<file path="src/rtl/fwd_hazard_tracker_if.sv">
// ---------------------------------------------------------------------------
// fwd_hazard_tracker_if
// Bundle between the EX-stage control and the forwarding/hazard tracker.
//   ex_valid, ex_src, ex_rd, ex_regwrite, ex_is_load : EX instruction info
//   hold, flush                                      : pipeline freeze / kill
//   fwd_sel, stall                                   : tracker results
//   stall_count                                      : only with FWD_STATS_EN
// Modports: master = pipeline control, slave = tracker.
// Optional feature macro: FWD_STATS_EN.
// ---------------------------------------------------------------------------
interface fwd_hazard_tracker_if #(
  parameter int NUM_SRC = 2,
  parameter int REG_W   = 5,
  parameter int DEPTH   = 2
);
  localparam int SEL_W = $clog2(DEPTH + 1);

  logic                       ex_valid;
  logic [NUM_SRC*REG_W-1:0]   ex_src;
  logic [REG_W-1:0]           ex_rd;
  logic                       ex_regwrite;
  logic                       ex_is_load;
  logic                       hold;
  logic                       flush;
  logic [NUM_SRC*SEL_W-1:0]   fwd_sel;
  logic                       stall;

`ifdef FWD_STATS_EN
  logic [15:0]                stall_count;

  modport master (
    output ex_valid, ex_src, ex_rd, ex_regwrite, ex_is_load, hold, flush,
    input  fwd_sel, stall, stall_count
  );
  modport slave (
    input  ex_valid, ex_src, ex_rd, ex_regwrite, ex_is_load, hold, flush,
    output fwd_sel, stall, stall_count
  );
`else
  modport master (
    output ex_valid, ex_src, ex_rd, ex_regwrite, ex_is_load, hold, flush,
    input  fwd_sel, stall
  );
  modport slave (
    input  ex_valid, ex_src, ex_rd, ex_regwrite, ex_is_load, hold, flush,
    output fwd_sel, stall
  );
`endif
endinterface

</file>
<file path="src/rtl/fwd_hazard_tracker.sv">
// ---------------------------------------------------------------------------
// fwd_hazard_tracker
// Forwarding-select and load-use stall unit beside the EX stage. A shadow
// pipeline of DEPTH entries {v, rd, ld} mirrors the post-EX pipeline
// registers (entry 1 = EX/MEM, entry DEPTH = last writer before the RF).
// Ports:
//   clk    : clock, rising edge
//   reset  : asynchronous, active-high
//   bus    : fwd_hazard_tracker_if.slave (EX info in, fwd_sel/stall out)
// Parameters: NUM_SRC, REG_W, DEPTH (1..7), LOAD_LAT (< DEPTH).
// Optional feature macro: FWD_STATS_EN adds the saturating stall_count.
// ---------------------------------------------------------------------------
module fwd_hazard_tracker #(
  parameter int NUM_SRC  = 2,
  parameter int REG_W    = 5,
  parameter int DEPTH    = 2,
  parameter int LOAD_LAT = 1
) (
  input  logic               clk,
  input  logic               reset,
  fwd_hazard_tracker_if.slave bus
);
  localparam int SEL_W = $clog2(DEPTH + 1);

  // Tracker entries, indexed 1..DEPTH to match pipeline stage numbers.
  logic [DEPTH:1]   v_q,  v_d;
  logic [DEPTH:1]   ld_q, ld_d;
  logic [REG_W-1:0] rd_q [1:DEPTH];
  logic [REG_W-1:0] rd_d [1:DEPTH];

  logic [NUM_SRC-1:0] haz;
  logic               stall;

  // Per-operand select: the lowest-numbered matching entry is the newest
  // producer. If it is a load that has not reached stage LOAD_LAT+1 yet, the
  // operand is hazarded and older matches are deliberately ignored (stale).
  genvar gi;
  generate
    for (gi = 0; gi < NUM_SRC; gi++) begin : g_op
      logic [SEL_W-1:0] sel_g;
      logic             haz_g;

      always_comb begin : p_sel
        logic [REG_W-1:0] src;
        logic             found;
        src   = bus.ex_src[gi*REG_W +: REG_W];
        sel_g = '0;
        haz_g = 1'b0;
        found = 1'b0;
        for (int k = 1; k <= DEPTH; k++) begin
          if (!found && v_q[k] && (rd_q[k] == src) && (src != '0)) begin
            found = 1'b1;
            if (!ld_q[k] || (k > LOAD_LAT)) begin
              sel_g = SEL_W'(k);
            end else begin
              haz_g = 1'b1;
            end
          end
        end
      end

      assign bus.fwd_sel[gi*SEL_W +: SEL_W] = sel_g;
      assign haz[gi] = haz_g;
    end
  endgenerate

  assign stall     = bus.ex_valid & (|haz);
  assign bus.stall = stall;

  // Next state: hold freezes everything (including while stalled). Otherwise
  // shift and load entry 1; a stalled or flushed instruction enters as a
  // bubble, and rd=0 writers are never tracked.
  always_comb begin
    v_d  = v_q;
    ld_d = ld_q;
    rd_d = rd_q;
    if (!bus.hold) begin
      for (int k = DEPTH; k >= 2; k--) begin
        v_d[k]  = v_q[k-1];
        ld_d[k] = ld_q[k-1];
        rd_d[k] = rd_q[k-1];
      end
      v_d[1]  = bus.ex_valid & bus.ex_regwrite & ~stall & ~bus.flush &
                (bus.ex_rd != '0);
      rd_d[1] = bus.ex_rd;
      ld_d[1] = bus.ex_is_load;
    end
  end

  always_ff @(posedge clk or posedge reset) begin
    if (reset) begin
      v_q  <= '0;
      ld_q <= '0;
      for (int k = 1; k <= DEPTH; k++) begin
        rd_q[k] <= '0;
      end
    end else begin
      v_q  <= v_d;
      ld_q <= ld_d;
      rd_q <= rd_d;
    end
  end

`ifdef FWD_STATS_EN
  // Counts edges on which a stall actually costs a cycle (hold not active);
  // saturates instead of wrapping.
  logic [15:0] stall_count_q, stall_count_d;

  always_comb begin
    stall_count_d = stall_count_q;
    if (stall && !bus.hold && (stall_count_q != 16'hFFFF)) begin
      stall_count_d = stall_count_q + 16'd1;
    end
  end

  always_ff @(posedge clk or posedge reset) begin
    if (reset) begin
      stall_count_q <= '0;
    end else begin
      stall_count_q <= stall_count_d;
    end
  end

  assign bus.stall_count = stall_count_q;
`endif

endmodule
</file>
<file path="src/flat_wrapper.sv">
// flat-port wrapper written by rule: the top's interface ports become plain ports
module fwd_hazard_tracker_flat 
#(
  parameter int NUM_SRC  = 2,
  parameter int REG_W    = 5,
  parameter int DEPTH    = 2,
  parameter int LOAD_LAT = 1
)
  (clk, reset, bus_ex_valid, bus_ex_src, bus_ex_rd, bus_ex_regwrite, bus_ex_is_load, bus_hold, bus_flush, bus_fwd_sel, bus_stall);
  fwd_hazard_tracker_if #(.NUM_SRC(NUM_SRC), .REG_W(REG_W), .DEPTH(DEPTH)) bus_i ();
  input  logic clk;
  input  logic reset;
  input wire logic [$bits(bus_i.ex_valid)-1:0] bus_ex_valid;
  input wire logic [$bits(bus_i.ex_src)-1:0] bus_ex_src;
  input wire logic [$bits(bus_i.ex_rd)-1:0] bus_ex_rd;
  input wire logic [$bits(bus_i.ex_regwrite)-1:0] bus_ex_regwrite;
  input wire logic [$bits(bus_i.ex_is_load)-1:0] bus_ex_is_load;
  input wire logic [$bits(bus_i.hold)-1:0] bus_hold;
  input wire logic [$bits(bus_i.flush)-1:0] bus_flush;
  output wire logic [$bits(bus_i.fwd_sel)-1:0] bus_fwd_sel;
  output wire logic [$bits(bus_i.stall)-1:0] bus_stall;
  assign bus_i.ex_valid = bus_ex_valid;
  assign bus_i.ex_src = bus_ex_src;
  assign bus_i.ex_rd = bus_ex_rd;
  assign bus_i.ex_regwrite = bus_ex_regwrite;
  assign bus_i.ex_is_load = bus_ex_is_load;
  assign bus_i.hold = bus_hold;
  assign bus_i.flush = bus_flush;
  assign bus_fwd_sel = bus_i.fwd_sel;
  assign bus_stall = bus_i.stall;
  fwd_hazard_tracker #(.NUM_SRC(NUM_SRC), .REG_W(REG_W), .DEPTH(DEPTH), .LOAD_LAT(LOAD_LAT)) u_core (.clk(clk), .reset(reset), .bus(bus_i));
endmodule
</file>
<file path="config.mk">
export PLATFORM = sky130hd
export DESIGN_NAME = fwd_hazard_tracker_flat
export DESIGN_NICKNAME = d
export VERILOG_FILES = /design/src/rtl/fwd_hazard_tracker_if.sv /design/src/rtl/fwd_hazard_tracker.sv /design/src/flat_wrapper.sv
export SDC_FILE = /design/constraint.sdc
export NUM_CORES = 1
export LEC_CHECK = 0
export CORE_MARGIN = 2
export CORE_UTILIZATION = 45
export DETAILED_ROUTE_END_ITERATION = 10
export GPL_TIMING_DRIVEN = 0
export MAX_ROUTING_LAYER = met4
export PLACE_DENSITY = 0.78
export SLEW_MARGIN = 20
export SYNTH_ARGS = -nofsm -noshare
export SYNTH_HDL_FRONTEND = slang
export SYNTH_SLANG_ARGS = --single-unit
</file>
<file path="constraint.sdc">
create_clock -name clk -period 1.6 [get_ports clk]
set_clock_uncertainty 0.1 [all_clocks]
set_input_delay 0.24 -clock clk [delete_from_list [all_inputs] [get_ports clk]]
set_output_delay 0.24 -clock clk [all_outputs]
set_load 0.02 [all_outputs]
</file>
==> impl_metrics.toml, run 1 <==
[status]
status = "finished with violations"
violations = "setup timing"

[clock_network]
htree_levels = 1
cts_max_path_buffers = 2
clk_latency_ns = 0.27
postCtsHoldBufs = 0
clk_pin_slew_worst_paths_ns = 0.08
clock-root-buffer = "clkbuf_4"
cts_tree = "yes"
cts_buffers = 3
clkSinkCount = 13

[setup_path]
worstPathRequired_ns = 1.26
path_max_fanout = 3
worstPathArrival_ns = 1.71
cp_top_family = "simple AND/OR/NAND/NOR gates"
cp_slowest_cell = "or4_4"
cp-start-kind = "input port"
cp_num_buf_inv = 2
critPathKind = "input port to output pin"
endpoint_kind = "output pin"
crit_chain = "dlygate4sd2_1 > or4_4 > nor2_4 > nor3_4 > nor4_4 > buf_4"
worst_path_largest_cell_delay_ns = 0.50

[power_and_ir_drop]
p_per_area_mw_per_mm2 = 679
ir_drop_mv = 0.610
leakagePower_uw = 0.000485

[grt]
grt_antenna_before_repair = 0
grt.met1_usage = 0.264
grt-ovfl-total = 0
grt_first_pass_wirelength_mm = 2.95
use_met3 = 0.0231
grt_max_degree = 14
grt_pass1_vias = 693
grt.busiest_layer = "met2"
use_met2 = 0.315
track_usage = 0.199

[flow_run]
maxCapViolCount = 0

[placement]
dp.final_hpwl_mm = 1.51
placedInstanceArea_mm2 = 0.00120
io_buffers = 26
place_ws_ns = -1.13
gp_congestion = 0.745

[finish]
area_delta_synth_final_pct = 54.9
layout.nets = 136
drive_gt1_frac = 0.451
n_antenna_cell = 0
final_area_mm2 = 0.00130

[drt]
drt-vias-per-instance = 5.24
vias = 723
firstDrtPassIters = 4
drc = 0
drt_iter0_drc = 17
ant_nets = 0
wl_mm = 2.03
post_drt_wl_per_cell_um = 14.7

[floorplanning]
die_w_um = 47.2
start_util = 0.480
dieArea_mm2 = 0.00222
row_count = 15
die_y_um = 47.2
coreArea_mm2 = 0.00175
ioPinCount = 27

[synthesis]
yosys_warnings = 0
netlist_area_um2 = 838
ys_ff_latch = 13
post_synth_num_cell_types = 20
syn_avg_cell_area_um2 = 11.2
synth-seq-area-share = 0.388
syn_inst = 75
synth_nets = 97

[timing]
hold_violations = 0
setup_viol = 6
finalWorstSetupSlack_ns = -0.446
rsz0062_at_grt = "true"
final-max-slew-violation-count = 0
slew_headroom = 0.663
fin_crit_ns = 2.05
worstMarginPinSlew_ns = 0.506
fin_crit_sh = 1.28
fmax_mhz = 489

[hold_path]
hp-class = "input port to async pin"
placed cells by master (no fill, tap or decap):
cell / n
clkdlybuf4s15_1: 1
nor4bb_1: 1
o31ai_4: 1
nand2_1: 5
mux2_2: 12
dlygate4sd2_1: 5
buf_6: 4
clkbuf_2: 3
or3_4: 2
or4_4: 3
clkbuf_1: 1
clkdlybuf4s50_1: 11
nor4_4: 2
inv_1: 1
nor3_4: 2
o21ai_0: 1
clkdlybuf4s15_2: 1
a21oi_4: 1
buf_2: 1
clkbuf_4: 3
a21oi_2: 1
dfrtp_2: 2
dfrtp_1: 11
nand4_1: 4
xnor2_1: 20
nor2_4: 4
buf_4: 9
o211a_1: 1
cell type report:
type                            instances  area [µm²]
Fill cell                             132         447
Timing Repair Buffer                   34         303
Multi-Input combinational cell         60         602
Inverter                                1        3.75
Sequential cell                        13         328
Tap cell                               25        31.3
Clock buffer                            4        26.3
Buffer                                  1        5.00
registers in the layout (all words and copies together) (netlist names):
name / cells
u_core.ld_q: 1
u_core.v_q: 2
u_core.rd_q: 10
power breakdown:
group,switching (µW),leakage [µW],total (µW),internal [µW]
clock network,108,0.0000150,204,96.6
logic,102,0.000317,254,152
registers,55.0,0.000153,424,369
worst paths after layout:
kind	start	to	slack, ns	depth (start not counted)
setup / recovery	bus_ex_src[8]	bus_fwd_sel[3]	-0.45	6
hold / removal	reset	u_core.ld_q[1]$_DFFE_PP0N_	0.18	2
setup reg to reg	u_core.rd_q[7]$_DFFE_PP0N_	u_core.v_q[1]$_DFFE_PP0N_	0.04	6
hold reg to reg	u_core.v_q[1]$_DFFE_PP0N_	u_core.v_q[1]$_DFFE_PP0N_	0.47	2
max in group asynchronous	reset	u_core.rd_q[7]$_DFFE_PP0N_	0.85	2
min in group clk	u_core.v_q[1]$_DFFE_PP0N_	u_core.v_q[1]$_DFFE_PP0N_	0.47	2
worst register-to-register path, stage by stage (launching register included):
cell and delay (ns):
dfrtp_2 0.45, xnor2_1 0.16, nand4_1 0.14, buf_4 0.17, nor3_4 0.24, buf_6 0.14, o31ai_4 0.04
synth_stat cells, drive strengths merged:
cell	n	area (µm²)
o211a	1	10.0
inv	1	3.75
dfrtp	13	325
xnor2	20	175
nor4	2	25.0
or3	2	13.8
nor2	4	30.0
o21ai	1	5.00
or4	3	30.0
nand4	4	25.0
nand2	5	18.8
mux2	12	135
nor3	2	10.0
o31ai	1	7.51
a21oi	2	10.0
clkbuf	1	3.75
nor4bb	1	10.0
logic make-up after synthesis:
logic type,share of synthesized area
xor+xnor,0.209
simple gates,0.194
mux,0.161
flops,0.388
buf+inv,0.00895
compound gates,0.0388
stage by stage:
stage                     TNS (ns)  power, µW   util  std cells  hold slack, ns
final                        -2.01        882  0.744        138           0.184
after detailed placement     -8.51        672  0.690        126           0.439
after CTS                    -1.91        876  0.725        136           0.203
after global routing         -2.41        926  0.744        138           0.235
after global placement       -8.45        667  0.690        126           0.443
after floorplan             -0.246        570      -         75          0.0170
routing by layer:
metal / up-vias / part of all wire
met5: - / 0
met4: 0 / 0.0064
met3: 2 / 0.041
met2: 21 / 0.50
met1: 352 / 0.45
li1: 348 / -
timing repair:
action                                  4_1_cts  5_1_grt
setup buffers                                 6        2
hold endpoints to repair                      0        0
pin swaps                                    11        7
gates resized for setup                      46       10
endpoints found under the setup margin       15        6
No activity file was read; power rests on OpenSTA's default activity.
==> inputs of run 2 (changes only) <==
Settings changed: GPL_TIMING_DRIVEN 0 to unset.
==> run 2 against run 1 <==
Net effect: the run still ends with setup timing left; count of clock-buffer cells in the layout stayed put; register-to-register slack got worse by 0.04 ns; first-iteration DRC count down 53%; design area is 12% higher; critical path type is now flip-flop to output pin; largest power group unchanged; highest routed layer unchanged.
==> impl_metrics.toml, run 2 (synthesized netlist as in run 1, its figures left out) <==
[placement]
dp.final_hpwl_mm = 1.81
place_ws_ns = -1.01
io_buffers = 26
gp_congestion = 0.819

[setup_path]
rr_worst_depth = 6
worstPathArrival_ns = 1.73
critPathKind = "flip-flop to output pin"
endpoint_kind = "output pin"
crit_start = "u_core.rd_q[5]$_DFFE_PP0N_"
cp-start-kind = "flip-flop"
worstPathRequired_ns = 1.26
crit_path_end = "bus_stall"
reg2reg_slack_ns = 0
reg2reg_to = "u_core.v_q[1]$_DFFE_PP0N_"
r2r-start = "u_core.rd_q[5]$_DFFE_PP0N_"
path_max_fanout = 4

[finish]
final_common_cell = "buf_4"
top_regs = "u_core.rd_q: 10 flops, u_core.v_q: 2 flops, u_core.ld_q: 1 flops"
multi_input_area_um2 = 596
fillCellCount = 109
seqCellArea_um2 = 328
n_antenna_cell = 0
largest_reg_flops = 10
layout.nets = 155
drive_gt1_frac = 0.500
mostFrequentLayoutCells = "27 x buf_4, 19 x xnor2_1, 12 x mux2_2, 11 x clkdlybuf4s50_1, 11 x dfrtp_1"
area_delta_synth_final_pct = 73.3
top_register = "u_core.rd_q"

[grt]
grt_first_pass_wirelength_mm = 3.66
grt_max_degree = 14
grt_antenna_before_repair = 0
grt_pass1_vias = 814
grt-ovfl-total = 0
track_usage = 0.252

[clock_network]
clk_latency_ns = 0.28
cts_max_path_buffers = 2
clkSinkCount = 13
cts_buffers = 3
clock-root-buffer = "clkbuf_4"
htree_levels = 1
cts_tree = "yes"
clk_pin_slew_worst_paths_ns = 0.09

[timing]
fmax_mhz = 483
fin_crit_sh = 1.29
final-max-slew-violation-count = 0
fin_crit_ns = 2.07
finalWorstSetupSlack_ns = -0.469
worstMarginPinSlew_ns = 0.519
hold_violations = 0
slew_headroom = 0.654
rsz0062_at_grt = "true"
setup_viol = 6

[drt]
wl_mm = 2.35
drc = 0
drt-vias-per-instance = 5.08
vias = 797
post_drt_wl_per_cell_um = 14.9
firstDrtPassIters = 4
ant_nets = 0
drt_iter0_drc = 8

[hold_path]
hp-class = "input port to async pin"

[power_and_ir_drop]
p_per_area_mw_per_mm2 = 646
leakagePower_uw = 0.000591
total_power_uw = 938
ir_drop_mv = 0.628

[floorplanning]
row_count = 15
die_w_um = 47.2
die_y_um = 47.2
coreArea_mm2 = 0.00175
dieArea_mm2 = 0.00222
ioPinCount = 27
start_util = 0.480

[status]
status = "finished with violations"
violations = "setup timing"

[flow_run]
maxCapViolCount = 0
-- run 2: cell count changes in the layout (fill, tap and decap cells not counted), moves of 2 or more --
cell	change
clkbuf_2	-3
buf_6	+2
buf_4	+18
dlygate4sd2_1	+5
-- run 2: final cells by class --
class                      count  area share
clock buffer                   4      0.0181
multi-input combinational     60       0.410
sequential                    13       0.226
tap                           25      0.0215
inverter                       1     0.00258
timing repair buffer          54       0.322
-- run 2: repair_timing --
item,4_1_cts,5_1_grt
setup buffers,3,1
hold buffers,0,0
gates resized for setup,42,4
pin swaps,5,7
setup endpoints to repair,6,6
-- run 2: worst max-delay path, stage by stage (launching register included) --
cell and delay, ns:
dfrtp_2 0.45, xnor2_1 0.17, nand4_1 0.18, or3_4 0.40, a21oi_4 0.13, buf_6 0.12
-- run 2: per-stage QoR --
stage	setup TNS [ns]	utilization	area, µm²	hold slack, ns	cells
final	-2.08	0.832	1450	0.183	157
after global routing	-2.38	0.832	1450	0.245	157
after CTS	-2.08	0.820	1430	0.202	156
after detailed placement	-5.30	0.796	1390	0.436	150
after global placement	-5.32	0.796	1390	0.425	150
after floorplan	-0.246	-	913	0.0170	75
-- run 2: per-layer routing --
metal | global-route usage | routed length (µm)
met5 | - | 0
met4 | 0.111 | 44
met3 | 0.0385 | 82
met2 | 0.416 | 1220
met1 | 0.303 | 997
-- run 2: worst min path at each step --
| stage | slack (ns) | endpoint |
|---|---|---|
| floorplan | 0.02 | u_core.ld_q[1]$_DFFE_PP0N_ |
| global placement | 0.42 | u_core.ld_q[1]$_DFFE_PP0N_ |
| detailed placement | 0.44 | u_core.ld_q[1]$_DFFE_PP0N_ |
| CTS | 0.20 | u_core.rd_q[7]$_DFFE_PP0N_ |
| global route | 0.24 | u_core.ld_q[1]$_DFFE_PP0N_ |
| finish | 0.18 | u_core.rd_q[7]$_DFFE_PP0N_ |
-- run 2: report_power, final --
group	internal [µW]	total (µW)	leakage, µW	switching [µW]
Clock	96.6	208	0.0000150	111
Combinational	191	310	0.000422	120
Sequential	369	420	0.000153	51.3
==> inputs of run 3 (changes only) <==
Settings changed: CELL_PAD_IN_SITES_DETAIL_PLACEMENT set to 0, CELL_PAD_IN_SITES_GLOBAL_PLACEMENT set to 1, CORE_UTILIZATION 45 to 34, PLACE_DENSITY 0.78 to unset, PLACE_DENSITY_LB_ADDON set to 0.1.
==> run 3 against run 2 <==
Net effect: the flow still finishes with violations (setup timing); sequential share of layout area fell by 0.26 points; design area rose by 0.78%; power barely moved; largest power group unchanged; die area rose by 29%; utilization fell by 19 points; register-to-register slack got worse by 0.02 ns; sequential power barely moved; clock power barely moved; global-route usage fell by 8.1 points; combinational power rose by 2%.
==> impl_metrics.toml, run 3 (synthesized netlist as in run 1, its figures left out) <==
[status]
status = "finished with violations"
violations = "setup timing"

[finish]
top_register = "u_core.rd_q"
area_delta_synth_final_pct = 74.6
top_regs = "u_core.rd_q: 10 flops, u_core.v_q: 2 flops, u_core.ld_q: 1 flops"
drive_gt1_frac = 0.504
mostFrequentLayoutCells = "25 x buf_4, 18 x xnor2_1, 12 x mux2_2, 12 x dfrtp_1, 11 x clkdlybuf4s50_1"
layout.nets = 154
n_antenna_cell = 0
largest_reg_flops = 10
fillCellCount = 198
final_common_cell = "buf_4"

[clock_network]
postCtsHoldBufs = 0
clkSinkCount = 13
clk_latency_ns = 0.28
clock-root-buffer = "clkbuf_4"
cts_tree = "yes"
cts_buffers = 3
htree_levels = 1
clk_pin_slew_worst_paths_ns = 0.09
cts_max_path_buffers = 2

[floorplanning]
coreArea_mm2 = 0.00228
start_util = 0.368
ioPinCount = 27
die_y_um = 53.7
row_count = 17
dieArea_mm2 = 0.00288
die_w_um = 53.7

[placement]
dp.final_hpwl_mm = 1.77
place_ws_ns = -1.06
io_buffers = 26
gp_congestion = 0.797

[grt]
grt-ovfl-total = 0
grt_antenna_before_repair = 0
grt_max_degree = 14
grt_first_pass_wirelength_mm = 3.40
track_usage = 0.171
grt_pass1_vias = 779

[setup_path]
path_depth = 6
endpoint_kind = "output pin"
crit_start = "u_core.rd_q[8]$_DFFE_PP0N_"
cp_top_family = "simple AND/OR/NAND/NOR gates"
worstPathRequired_ns = 1.26
critPathKind = "flip-flop to output pin"
worst_path_largest_cell_delay_ns = 0.43
worstPathArrival_ns = 1.76
crit_chain = "buf_6 > xnor2_2 > nand4_1 > or3_4 > a21oi_4 > buf_6"
r2r-start = "u_core.rd_q[8]$_DFFE_PP0N_"
rr_worst_depth = 7
cp-start-kind = "flip-flop"
cp_common_cell = "buf_6"
cp_slowest_cell = "dfrtp_1"
cp_num_buf_inv = 2
path_max_fanout = 3

[power_and_ir_drop]
ir_drop_mv = 0.529
p_per_area_mw_per_mm2 = 640
leakagePower_uw = 0.000594

[timing]
final-max-slew-violation-count = 0
worstMarginPinSlew_ns = 0.508
finalWorstSetupSlack_ns = -0.497
fin_crit_ns = 2.10
setup_viol = 6
slew_headroom = 0.661
hold_violations = 0
rsz0062_at_grt = "true"
tns_ns = -2.17
fmax_mhz = 477
fin_crit_sh = 1.31

[drt]
ant_nets = 0
vias = 764
drt_iter0_drc = 3
firstDrtPassIters = 4
drc = 0
post_drt_wl_per_cell_um = 13.3
drt-vias-per-instance = 4.81
wl_mm = 2.11

[flow_run]
maxCapViolCount = 0

[hold_path]
hp-class = "input port to async pin"
run 3: worst paths after layout:
check	end	slack [ns]
min in group clk	u_core.ld_q[1]$_DFFE_PP0N_	0.45
max reg2reg	u_core.v_q[1]$_DFFE_PP0N_	-0.02
max in group asynchronous	u_core.rd_q[6]$_DFFE_PP0N_	0.84
min reg2reg	u_core.ld_q[1]$_DFFE_PP0N_	0.45
max	bus_stall	-0.50
min	u_core.rd_q[2]$_DFFE_PP0N_	0.18
run 3: worst reg2reg max path, stage by stage (launching register included):
cell and delay (ns):
dfrtp_1 0.43, buf_6 0.14, xnor2_2 0.14, nand4_1 0.12, buf_4 0.17, nor3_4 0.21
buf_4 0.15, o31ai_2 0.05
run 3: area by class of cell:
cell class                      count  area [µm²]  area share
Timing Repair Buffer               53         464       0.317
Multi-Input combinational cell     60         608       0.415
Clock buffer                        4        26.3      0.0179
Inverter                            1        3.75     0.00256
Sequential cell                    13         327       0.223
Tap cell                           28        35.0      0.0239
run 3: power by group:
group          total [µW]  switching [µW]  internal, µW
Sequential            417            48.2           368
Combinational         315             118           197
Clock                 206             109          96.6
Total                 938             275           663
run 3: metal layers:
metal	vias up	GRT usage	part of all wire
li1	384	-	-
met1	365	0.213	0.44
met2	13	0.288	0.52
met3	2	0.0167	0.034
met4	0	0.0641	0.0071
met5	-	-	0
run 3: what timing repair did:
item / 4_1_cts / 5_1_grt
buffers inserted: 1 / 1
gates resized for setup: 42 / 6
setup endpoints to repair: 6 / 6
pin swaps: 9 / 3
run 3: through the flow:
| step | power (µW) | cells | hold WS, ns | instance area, µm² | util |
|---|---|---|---|---|---|
| floorplan | 570 | 75 | 0.0170 | 913 | - |
| global placement | 725 | 153 | 0.435 | 1390 | 0.612 |
| detailed placement | 731 | 153 | 0.429 | 1390 | 0.612 |
| CTS | 934 | 158 | 0.198 | 1430 | 0.627 |
| global route | 989 | 159 | 0.243 | 1460 | 0.643 |
| finish | 938 | 159 | 0.180 | 1460 | 0.643 |
